--- config.mk ---
export PLATFORM = sky130hd
export DESIGN_NAME = sha3_hw_seq
export DESIGN_NICKNAME = d
export VERILOG_FILES = /design/src/rtl/sha3_hw_seq.sv
export SDC_FILE = /design/constraint.sdc
export NUM_CORES = 1
export LEC_CHECK = 0
export ABC_AREA = 1
export CAP_MARGIN = 20
export CORE_AREA = 2 2 297 299
export DETAILED_ROUTE_END_ITERATION = 7
export DIE_AREA = 0 0 299 301
export HOLD_SLACK_MARGIN = 0.02
export PLACE_DENSITY = 0.56
export SETUP_SLACK_MARGIN = 0.4
export SLEW_MARGIN = 10
export SYNTH_ARGS = -nofsm -noshare
export SYNTH_HDL_FRONTEND = slang
export SYNTH_SLANG_ARGS = --single-unit
--- constraint.sdc ---
create_clock -name clk -period 5.6 [get_ports clk]
set_input_delay 1.12 -clock clk [delete_from_list [all_inputs] [get_ports clk]]
set_output_delay 1.12 -clock clk [all_outputs]
set_load 0.05 [all_outputs]
--- src/rtl/sha3_hw_seq.sv ---
// Hardware hash sequencer plus firmware/sequencer arbiter on the SHA3 engine valid-hold port.
// One engine access outstanding at a time; the firmware is held off (hld=1) while the sequencer owns the port.
module sha3_hw_seq #(
  parameter logic [31:0] CFG_ADDR    = 32'h14,
  parameter logic [31:0] CMD_ADDR    = 32'h18,
  parameter logic [31:0] STATUS_ADDR = 32'h1C,
  parameter logic [31:0] STATE_ADDR  = 32'h400,
  parameter logic [31:0] MSG_ADDR    = 32'h800,
  parameter int          POLL_MAX    = 1024
) (
  input  logic         clk,
  input  logic         reset_n,
  input  logic         start_i,
  input  logic         mode_i,
  output logic         ready_o,
  input  logic         msg_valid_i,
  output logic         msg_ready_o,
  input  logic [31:0]  msg_data_i,
  input  logic [3:0]   msg_strb_i,
  input  logic         msg_last_i,
  output logic         done_o,
  output logic         err_o,
  output logic [511:0] digest_o,
  input  logic         fw_dv_i,
  input  logic         fw_write_i,
  input  logic [31:0]  fw_addr_i,
  input  logic [31:0]  fw_wdata_i,
  input  logic [3:0]   fw_wstrb_i,
  output logic         fw_hld_o,
  output logic [31:0]  fw_rdata_o,
  output logic         fw_err_o,
  output logic         eng_dv_o,
  output logic         eng_write_o,
  output logic [31:0]  eng_addr_o,
  output logic [31:0]  eng_wdata_o,
  output logic [3:0]   eng_wstrb_o,
  input  logic         eng_hld_i,
  input  logic [31:0]  eng_rdata_i,
  input  logic         eng_err_i
);

  localparam int PW = $clog2(POLL_MAX + 1);

  typedef enum logic [3:0] {
    S_IDLE, S_CFG0, S_CFG1, S_START, S_MSG, S_DRAIN,
    S_PROC, S_POLL, S_READ, S_DONECMD, S_RESP
  } state_e;

  state_e         state_q, state_d;
  logic           owner_q, owner_d;   // 1 = sequencer owns the engine port
  logic           want_q, want_d;
  logic           mode_q, mode_d;
  logic           err_q, err_d;
  logic [PW-1:0]  poll_q, poll_d;
  logic [3:0]     idx_q, idx_d;
  logic [511:0]   digest_q, digest_d;

  logic           seq_dv, seq_write;
  logic [31:0]    seq_addr, seq_wdata;
  logic [3:0]     seq_wstrb;
  logic           seq_done, start_acc, grant, zero_beat;

  assign ready_o   = (state_q == S_IDLE) && !want_q;
  assign start_acc = start_i && ready_o;
  // Handover only when the firmware has no access in flight or finishes one this cycle.
  assign grant     = !owner_q && (start_acc || want_q) && (!fw_dv_i || !eng_hld_i);
  assign seq_done  = seq_dv && !eng_hld_i;
  assign zero_beat = msg_valid_i && msg_last_i && (msg_strb_i == 4'b0000);

  always_ff @(posedge clk or negedge reset_n) begin
    if (!reset_n) begin
      state_q  <= S_IDLE;
      owner_q  <= 1'b0;
      want_q   <= 1'b0;
      mode_q   <= 1'b0;
      err_q    <= 1'b0;
      poll_q   <= '0;
      idx_q    <= '0;
      digest_q <= '0;
    end else begin
      state_q  <= state_d;
      owner_q  <= owner_d;
      want_q   <= want_d;
      mode_q   <= mode_d;
      err_q    <= err_d;
      poll_q   <= poll_d;
      idx_q    <= idx_d;
      digest_q <= digest_d;
    end
  end

  always_comb begin
    state_d  = state_q;
    owner_d  = owner_q;
    want_d   = want_q;
    mode_d   = mode_q;
    err_d    = err_q;
    poll_d   = poll_q;
    idx_d    = idx_q;
    digest_d = digest_q;
    if (start_acc) begin
      mode_d   = mode_i;
      err_d    = 1'b0;
      digest_d = '0;
      want_d   = 1'b1;
    end
    case (state_q)
      S_IDLE: if (grant) begin
        owner_d = 1'b1;
        want_d  = 1'b0;
        poll_d  = '0;
        idx_d   = '0;
        state_d = S_CFG0;
      end
      S_CFG0:  if (seq_done) state_d = S_CFG1;
      S_CFG1:  if (seq_done) state_d = S_START;
      S_START: if (seq_done) state_d = S_MSG;
      S_MSG: begin
        if (zero_beat) begin
          state_d = S_PROC;
        end else if (seq_done) begin
          if (eng_err_i) begin
            err_d   = 1'b1;
            state_d = msg_last_i ? S_DONECMD : S_DRAIN;
          end else if (msg_last_i) begin
            state_d = S_PROC;
          end
        end
      end
      S_DRAIN: if (msg_valid_i && msg_last_i) state_d = S_DONECMD;
      S_PROC:  if (seq_done) state_d = S_POLL;
      S_POLL: if (seq_done) begin
        if (eng_rdata_i[2]) begin
          state_d = S_READ;
        end else begin
          poll_d = poll_q + PW'(1);
          if (poll_d == PW'(POLL_MAX)) begin
            err_d   = 1'b1;
            state_d = S_DONECMD;
          end
        end
      end
      S_READ: if (seq_done) begin
        digest_d[{idx_q, 5'd0} +: 32] = eng_rdata_i;
        if (idx_q == (mode_q ? 4'd15 : 4'd7)) state_d = S_DONECMD;
        else                                  idx_d   = idx_q + 4'd1;
      end
      S_DONECMD: if (seq_done) begin
        if (eng_err_i) err_d = 1'b1;
        state_d = S_RESP;
      end
      S_RESP: begin
        owner_d = 1'b0;
        state_d = S_IDLE;
      end
      default: state_d = S_IDLE;
    endcase
    // An engine error outside MSG/DONECMD abandons the job but still sends the done command.
    if (seq_done && eng_err_i && (state_q inside {S_CFG0, S_CFG1, S_START, S_PROC, S_POLL, S_READ})) begin
      err_d   = 1'b1;
      state_d = S_DONECMD;
    end
  end

  always_comb begin
    seq_dv      = 1'b0;
    seq_write   = 1'b1;
    seq_addr    = '0;
    seq_wdata   = '0;
    seq_wstrb   = 4'hF;
    msg_ready_o = 1'b0;
    case (state_q)
      S_CFG0, S_CFG1: begin
        seq_dv    = 1'b1;
        seq_addr  = CFG_ADDR;
        seq_wdata = mode_q ? 32'd8 : 32'd4;
      end
      S_START:   begin seq_dv = 1'b1; seq_addr = CMD_ADDR; seq_wdata = 32'h1D; end
      S_PROC:    begin seq_dv = 1'b1; seq_addr = CMD_ADDR; seq_wdata = 32'h2E; end
      S_DONECMD: begin seq_dv = 1'b1; seq_addr = CMD_ADDR; seq_wdata = 32'h16; end
      S_MSG: begin
        seq_dv      = msg_valid_i && !zero_beat;
        seq_addr    = MSG_ADDR;
        seq_wdata   = msg_data_i;
        seq_wstrb   = msg_strb_i;
        msg_ready_o = msg_valid_i && (zero_beat || !eng_hld_i);
      end
      S_DRAIN: msg_ready_o = msg_valid_i;
      S_POLL: begin
        seq_dv    = 1'b1;
        seq_write = 1'b0;
        seq_addr  = STATUS_ADDR;
        seq_wstrb = 4'h0;
      end
      S_READ: begin
        seq_dv    = 1'b1;
        seq_write = 1'b0;
        seq_addr  = STATE_ADDR + {26'd0, idx_q, 2'b00};
        seq_wstrb = 4'h0;
      end
      default: ;
    endcase
  end

  assign done_o   = (state_q == S_RESP);
  assign err_o    = done_o && err_q;
  assign digest_o = digest_q;

  assign eng_dv_o    = owner_q ? seq_dv    : fw_dv_i;
  assign eng_write_o = owner_q ? seq_write : fw_write_i;
  assign eng_addr_o  = owner_q ? seq_addr  : fw_addr_i;
  assign eng_wdata_o = owner_q ? seq_wdata : fw_wdata_i;
  assign eng_wstrb_o = owner_q ? seq_wstrb : fw_wstrb_i;
  assign fw_hld_o    = owner_q ? 1'b1  : eng_hld_i;
  assign fw_rdata_o  = owner_q ? 32'd0 : eng_rdata_i;
  assign fw_err_o    = owner_q ? 1'b0  : eng_err_i;

endmodule

==> results of run 1 <==
==> metal layers <==
layer  part of all wire [%]  global-route usage [%]  vias to the layer above
met5                  0.013                       0                        -
met4                    2.6                   6.000                        2
met3                    6.9                   4.921                      125
met2                     48                   36.19                      784
met1                     42                   28.46                    10090
li1                       -                       -                     9378
==> critical path, cell delays in order (launching register included) <==
cell	delay (ns)
dfrtp_1	0.45
inv_2	0.09
nand2_2	0.09
nor2_4	0.24
inv_1	0.21
nor2_2	0.22
buf_4	0.34
a22o_1	0.25
clkdlybuf4s50_1	0.85
==> cells by family (layout without fill, tap and decap cells) <==
logic type               after synthesis  after routing  share of synthesized area, %
AND/OR/NAND/NOR                      851            851                         19.14
other                                  0              2                             0
flip-flops                           535            535                         60.81
buffers and inverters                295           1021                         5.411
AO/OA/AOI/OAI                        596            596                         14.15
XOR/XNOR                               3              3                        0.2046
adder cells (fa/ha/maj)                5              5                        0.2842
==> layout by cell type (no fill, tap or decap), drive strengths merged, types with 3 or more instances in the layout <==
master / Yosys / final
ha: 5 / 5
clkbuf: 106 / 89
nor2: 92 / 92
nand2: 115 / 115
a31oi: 4 / 4
nand3: 611 / 611
a22o: 26 / 26
inv: 106 / 108
nand4: 20 / 20
a211oi: 3 / 3
a21oi: 12 / 12
dfrtp: 535 / 535
clkdlybuf4s50: 0 / 764
bufinv: 0 / 9
nor3: 8 / 8
o211ai: 3 / 3
buf: 82 / 41
o21ai: 542 / 542
clkinv: 1 / 10
==> path summary, 6_finish.rpt <==
kind / start / end / slack, ns
setup / recovery: state_q[0] / eng_wdata_o[9] / 1.11
hold / removal: digest_o[115] / digest_o[115] / 0.50
setup reg to reg: state_q[2] / digest_o[159] / 2.20
hold reg to reg: digest_o[115] / digest_o[115] / 0.50
max in group asynchronous: reset_n / digest_o[19] / 3.74
min in group asynchronous: reset_n / digest_o[356] / 0.55
==> stage by stage <==
stage | util [%] | total power [mW]
after floorplan | - | 4.046
after global placement | 35.58 | 4.374
after detailed placement | 35.58 | 4.374
after CTS | 38.06 | 8.693
after global routing | 38.06 | 8.880
final | 38.06 | 8.575
==> power breakdown <==
group          switching [mW]  leakage [nW]  internal [mW]
combinational           0.290          5.52          0.123
clock                    1.68          1.05           2.60
sequential            0.00764          7.42           3.87
total                    1.98          14.0           6.60
==> sequential cells by signal (all words and copies together), names as in the netlist <==
| name | flops |
|---|---|
| poll_q | 11 |
| state_q | 4 |
| digest_o | 512 |
| mode_q | 1 |
| idx_q | 4 |
| err_q | 1 |
| owner_q | 1 |
| want_q | 1 |
==> final cells by class <==
| cell class | instances | share of cell area [%] |
|---|---|---|
| Antenna cell | 2 | 0.01520 |
| Clock buffer | 89 | 5.409 |
| Sequential cell | 535 | 40.68 |
| Timing Repair Buffer | 805 | 24.42 |
| Multi-Input combinational cell | 1455 | 22.77 |
| Clock inverter | 20 | 1.098 |
| Inverter | 107 | 1.220 |
| Tap cell | 1155 | 4.390 |
==> impl_metrics.csv, run 1 <==
group,metric,value,unit
detailed_routing,wl_per_cell,24.16,um
sta,finalSetupTns,0,ns
floorplan,die_width,299,um
logic_synthesis,synth_common_cells,"nand3_1, dfrtp_1, o21ai_0",
logic_synthesis,seq_area_frac_synth,60.81,%
placement,place_area,30770,um^2
logic_synthesis,syn_inst,2285,
setup_path,arrival,3.37,ns
global_route,grt-ovfl-total,0,
detailed_routing,drc_errors,0,
clock_tree,cts_tree,"done",
clock_tree,numCtsBuffers,60,
sta,finalWorstSetupSlack,1.111,ns
detailed_routing,postRouteAntennaNets,0,
sta,maxSlewViolCount,0,
clock_tree,htreeDepth,2,
logic_synthesis,yosysUniqueCellTypes,41,
placement,port_buffers,765,
detailed_routing,drt_wl_total,100700,um
clock_tree,cts_setup_buffers,0,
global_route,grt_use_total,21.77,%
detailed_routing,first_pass_iters,5,
sta,min_period_over_period,80.16,%
setup_path,path_max_fanout,26,
clock_tree,ctsHoldBuffers,0,
global_route,grt_pass1_vias,19869,
detailed_routing,detail_route.vias_per_cell,4.889,
setup_path,critPathRequiredTime,4.48,ns
cells_and_area,area_delta_synth_final,49.53,%
power_and_ir_drop,power_leakage,13.99,nW
setup_path,critical_path_class,"reg2out",
floorplan,die_area,90000,um^2
sta,hold_ws,0.5045,ns
floorplan,initial_core_util,25.46,%
detailed_routing,routed-via-count,20379,
cells_and_area,regArea,13390,um^2
clock_tree,clock_sinks,535,
logic_synthesis,synth_top_area_share,60.81,%
sta,skew,0.02307,ns
floorplan,num_rows,108,
min_path,hold_class,"reg2reg",
setup_path,r2r_cells,12,
setup_path,cp-end-kind,"primary output",
sta,period_minus_slack,4.489,ns
sta,worst_pin_slew,1.057,ns
sta,rsz0062_at_grt,"no",
logic_synthesis,syn_area_per_cell,9.635,um^2
sta,fmax,222.8,MHz
logic_synthesis,netlist_top_cells_area,"dfrtp_1, nand3_1, o21ai_0",
min_path,holdPathStages,2,
clock_tree,worstSkewPairLatency,0.63,ns
sta,setup_viol,0,
cells_and_area,nFillCells,8712,
logic_synthesis,post-synth-top-count-cell,"nand3_1",
logic_synthesis,synth-seq-cells,535,
setup_path,crit_path_start_kind,"flip-flop",
logic_synthesis,yosys_warnings,0,
global_route,grt_pass1_wl,146100,um
cells_and_area,final_cell_count_no_fill,4168,
floorplan,die_h,301,um
power_and_ir_drop,p_per_area,260.5,nW/um^2
global_route,grt_max_degree,193,
power_and_ir_drop,irDropWorstVdd,0.2861,mV
cells_and_area,drive_gt1_share,5.878,%
logic_synthesis,syn_nets,2436,
detailed_routing,drt_iter0_markers,1794,
placement,dp_hpwl,71590,um
cells_and_area,nNetsFinal,3115,
floorplan,io_pins,766,
logic_synthesis,synth_top_area_cell,"dfrtp_1",
placement,place.gp.congestion,0.8681,
placement,placed_cells,4057,
clock_tree,cts.root.buffer_cell,"clkbuf_16",
run_status,status,"complete, no violations",
clock_tree,clkTransAtPathRegs,0.06,ns
sta,finalHoldViolCount,0,
clock_tree,clk_path_buf_depth,3,
logic_synthesis,synth_edf_count,0,
sta,slew_headroom,29.53,%
placement,dp_slack,1.155,ns
logic_synthesis,synth-main-ff-cell,"dfrtp_1",
logic_synthesis,syn-cell-area,22010,um^2
cells_and_area,stdcell_area,32920,um^2
flow_run,drv_cap,0,
cells_and_area,multi_input_area,7495,um^2
floorplan,core-area,86480,um^2
global_route,antenna_found_initial,4,
logic_synthesis,ys_async_sr_fraction,100.0,%
clock_tree,cts_resized,0,
No activity file was read; power rests on OpenSTA's default activity.
==> inputs of run 2 (changes only) <==
--- a/config.mk
+++ b/config.mk
@@ -7,9 +7,9 @@
 export LEC_CHECK = 0
 export ABC_AREA = 1
 export CAP_MARGIN = 20
-export CORE_AREA = 2 2 297 299
+export CORE_AREA = 2 2 298 300
 export DETAILED_ROUTE_END_ITERATION = 7
-export DIE_AREA = 0 0 299 301
+export DIE_AREA = 0 0 300 302
 export HOLD_SLACK_MARGIN = 0.02
 export PLACE_DENSITY = 0.56
 export SETUP_SLACK_MARGIN = 0.4
==> constraint.sdc (replaced) <==
create_clock -name clk -period 4.4 [get_ports clk]
set_input_delay 0.88 -clock clk [delete_from_list [all_inputs] [get_ports clk]]
set_output_delay 0.88 -clock clk [all_outputs]
set_load 0.05 [all_outputs]
==> impl_metrics.csv, run 2 (synthesis gave the netlist of run 1 again) <==
group,metric,value,unit
floorplan,io_pins,766,
clock_tree,htreeDepth,2,
sta,worst_pin_slew,1.235,ns
floorplan,die_area,90600,um^2
setup_path,worst-path-buf-inv,2,
floorplan,num_rows,109,
cells_and_area,nFillCells,8860,
sta,skew,0.02380,ns
floorplan,core-area,87560,um^2
global_route,grt_use_total,21.80,%
setup_path,worstPathCellList,"inv_2, a31oi_1, a21o_1, clkdlybuf4s50_1",
global_route,antenna_found_initial,5,
setup_path,r2r_slack,1.31,ns
cells_and_area,area_delta_synth_final,49.59,%
sta,min_period_over_period,86.04,%
clock_tree,ctsHoldBuffers,0,
sta,finalSetupTns,0,ns
clock_tree,cts.root.buffer_cell,"clkbuf_16",
detailed_routing,routed-via-count,20513,
cells_and_area,regArea,13390,um^2
clock_tree,cts_tree,"done",
sta,setup_viol,0,
setup_path,critical_path_class,"reg2out",
floorplan,initial_core_util,25.14,%
placement,dp_hpwl,73240,um
sta,maxSlewViolCount,0,
min_path,hold_class,"in2async",
global_route,grt_pass1_wl,146300,um
cells_and_area,multi_input_area,7497,um^2
detailed_routing,wl_met2,49470,um
global_route,grt_max_degree,216,
sta,hold_ws,0.3331,ns
placement,place_area,31000,um^2
setup_path,r2r_end,"digest_o[477]",
global_route,grt_pass1_vias,19856,
sta,slew_headroom,17.68,%
cells_and_area,nNetsFinal,3148,
detailed_routing,postRouteAntennaNets,0,
power_and_ir_drop,p_per_area,317.7,nW/um^2
floorplan,die_width,300,um
cells_and_area,drive_gt1_share,7.821,%
power_and_ir_drop,power_leakage,14.13,nW
placement,place.gp.congestion,0.8622,
setup_path,path_max_fanout,32,
detailed_routing,wl_per_cell,24.24,um
cells_and_area,final_cell_count_no_fill,4211,
global_route,grt-ovfl-total,0,
clock_tree,numCtsBuffers,60,
setup_path,arrival,2.91,ns
sta,fmax,264.1,MHz
clock_tree,clk_path_buf_depth,3,
clock_tree,clock_sinks,535,
detailed_routing,drc_errors,0,
setup_path,slowest_stage,"clkdlybuf4s50_1",
floorplan,die_h,302,um
clock_tree,worstSkewPairLatency,0.62,ns
setup_path,worstReg2RegStart,"idx_q[1]",
setup_path,crit_path_start_kind,"flip-flop",
setup_path,critPathTopFamily,"buffers and inverters",
cells_and_area,layout_common_cells,"clkdlybuf4s50_1, nand3_1, dfrtp_1, o21ai_0, o21ai_1",
detailed_routing,first_pass_iters,6,
placement,port_buffers,765,
detailed_routing,routed.top_layer,"met5",
power_and_ir_drop,irDropWorstVdd,0.2616,mV
cells_and_area,final_common_cell,"clkdlybuf4s50_1",
detailed_routing,drt_iter0_markers,1500,
detailed_routing,drt_wl_total,102100,um
setup_path,slowest_delay,0.79,ns
flow_run,drv_cap,0,
run_status,status,"complete, no violations",
placement,placed_cells,4100,
detailed_routing,met1Wirelength,42030,um
sta,period_minus_slack,3.786,ns
sta,rsz0062_at_grt,"no",
clock_tree,clkTransAtPathRegs,0.06,ns
cells_and_area,largest_register_ff_count,512,
setup_path,cp-end-kind,"primary output",
detailed_routing,detail_route.vias_per_cell,4.871,
detailed_routing,wl_met3,7163,um
cells_and_area,stdcell_area,32930,um^2
setup_path,r2r_cells,9,
setup_path,critPathRequiredTime,3.52,ns
sta,finalHoldViolCount,0,
run 2: what timing repair did:
item | 4_1_cts | 5_1_grt
resized for setup | 0 | 4
setup buffers | 0 | 0
setup endpoints to repair | 0 | 3
hold endpoints to repair | 0 | 0
run 2: how the worst max path moves through the flow:
stage | start | to | slack (ns) | cells after the start
floorplan | msg_strb_i[3] | msg_ready_o | 1.17 | 5
global placement | eng_rdata_i[15] | fw_rdata_o[15] | 0.59 | 4
detailed placement | eng_rdata_i[15] | fw_rdata_o[15] | 0.55 | 4
CTS | state_q[2] | eng_addr_o[3] | 0.43 | 7
global route | state_q[2] | eng_addr_o[2] | 0.41 | 6
finish | owner_q | eng_wdata_o[4] | 0.61 | 4
run 2: stage by stage:
| step | setup slack (ns) | power, mW | utilization, % |
|---|---|---|---|
| after detailed placement | 0.5530 | 5.606 | 35.41 |
| after CTS | 0.4324 | 10.59 | 37.59 |
| after global placement | 0.5869 | 5.606 | 35.41 |
| after floorplan | 1.171 | 5.149 | - |
| after global routing | 0.4056 | 10.80 | 37.60 |
| final | 0.6142 | 10.46 | 37.61 |
run 2: area by class of cell:
| cell class | count | area share, % |
|---|---|---|
| antenna | 3 | 0.02280 |
| clock buffer | 86 | 5.133 |
| clock inverter | 22 | 0.6725 |
| inverter | 107 | 1.231 |
| multi-input combinational | 1455 | 22.77 |
| sequential | 535 | 40.67 |
| tap | 1165 | 4.426 |
| timing repair buffer | 838 | 25.08 |
run 2: report_power, final:
part / switching [mW] / internal, mW / total [mW]
combinational: 0.389 / 0.177 / 0.567
sequential: 0.0100 / 4.93 / 4.94
clock: 2.12 / 2.84 / 4.96
run 2: worst register-to-register path: stages, from the launching register on:
cell and delay, ns:
dfrtp_1 0.47, inv_1 0.17, ha_2 0.36, buf_4 0.49
clkinv_1 0.21, nor2_2 0.42, nand4_4 0.13, buf_4 0.38
nand3_1 0.26, o21ai_1 0.08
run 2: layer usage:
layer / global-route usage (%) / vias up
met5: 0 / -
met4: 6.964 / 6
met3: 5.071 / 155
met2: 36.28 / 763
met1: 28.04 / 10141
li1: - / 9448
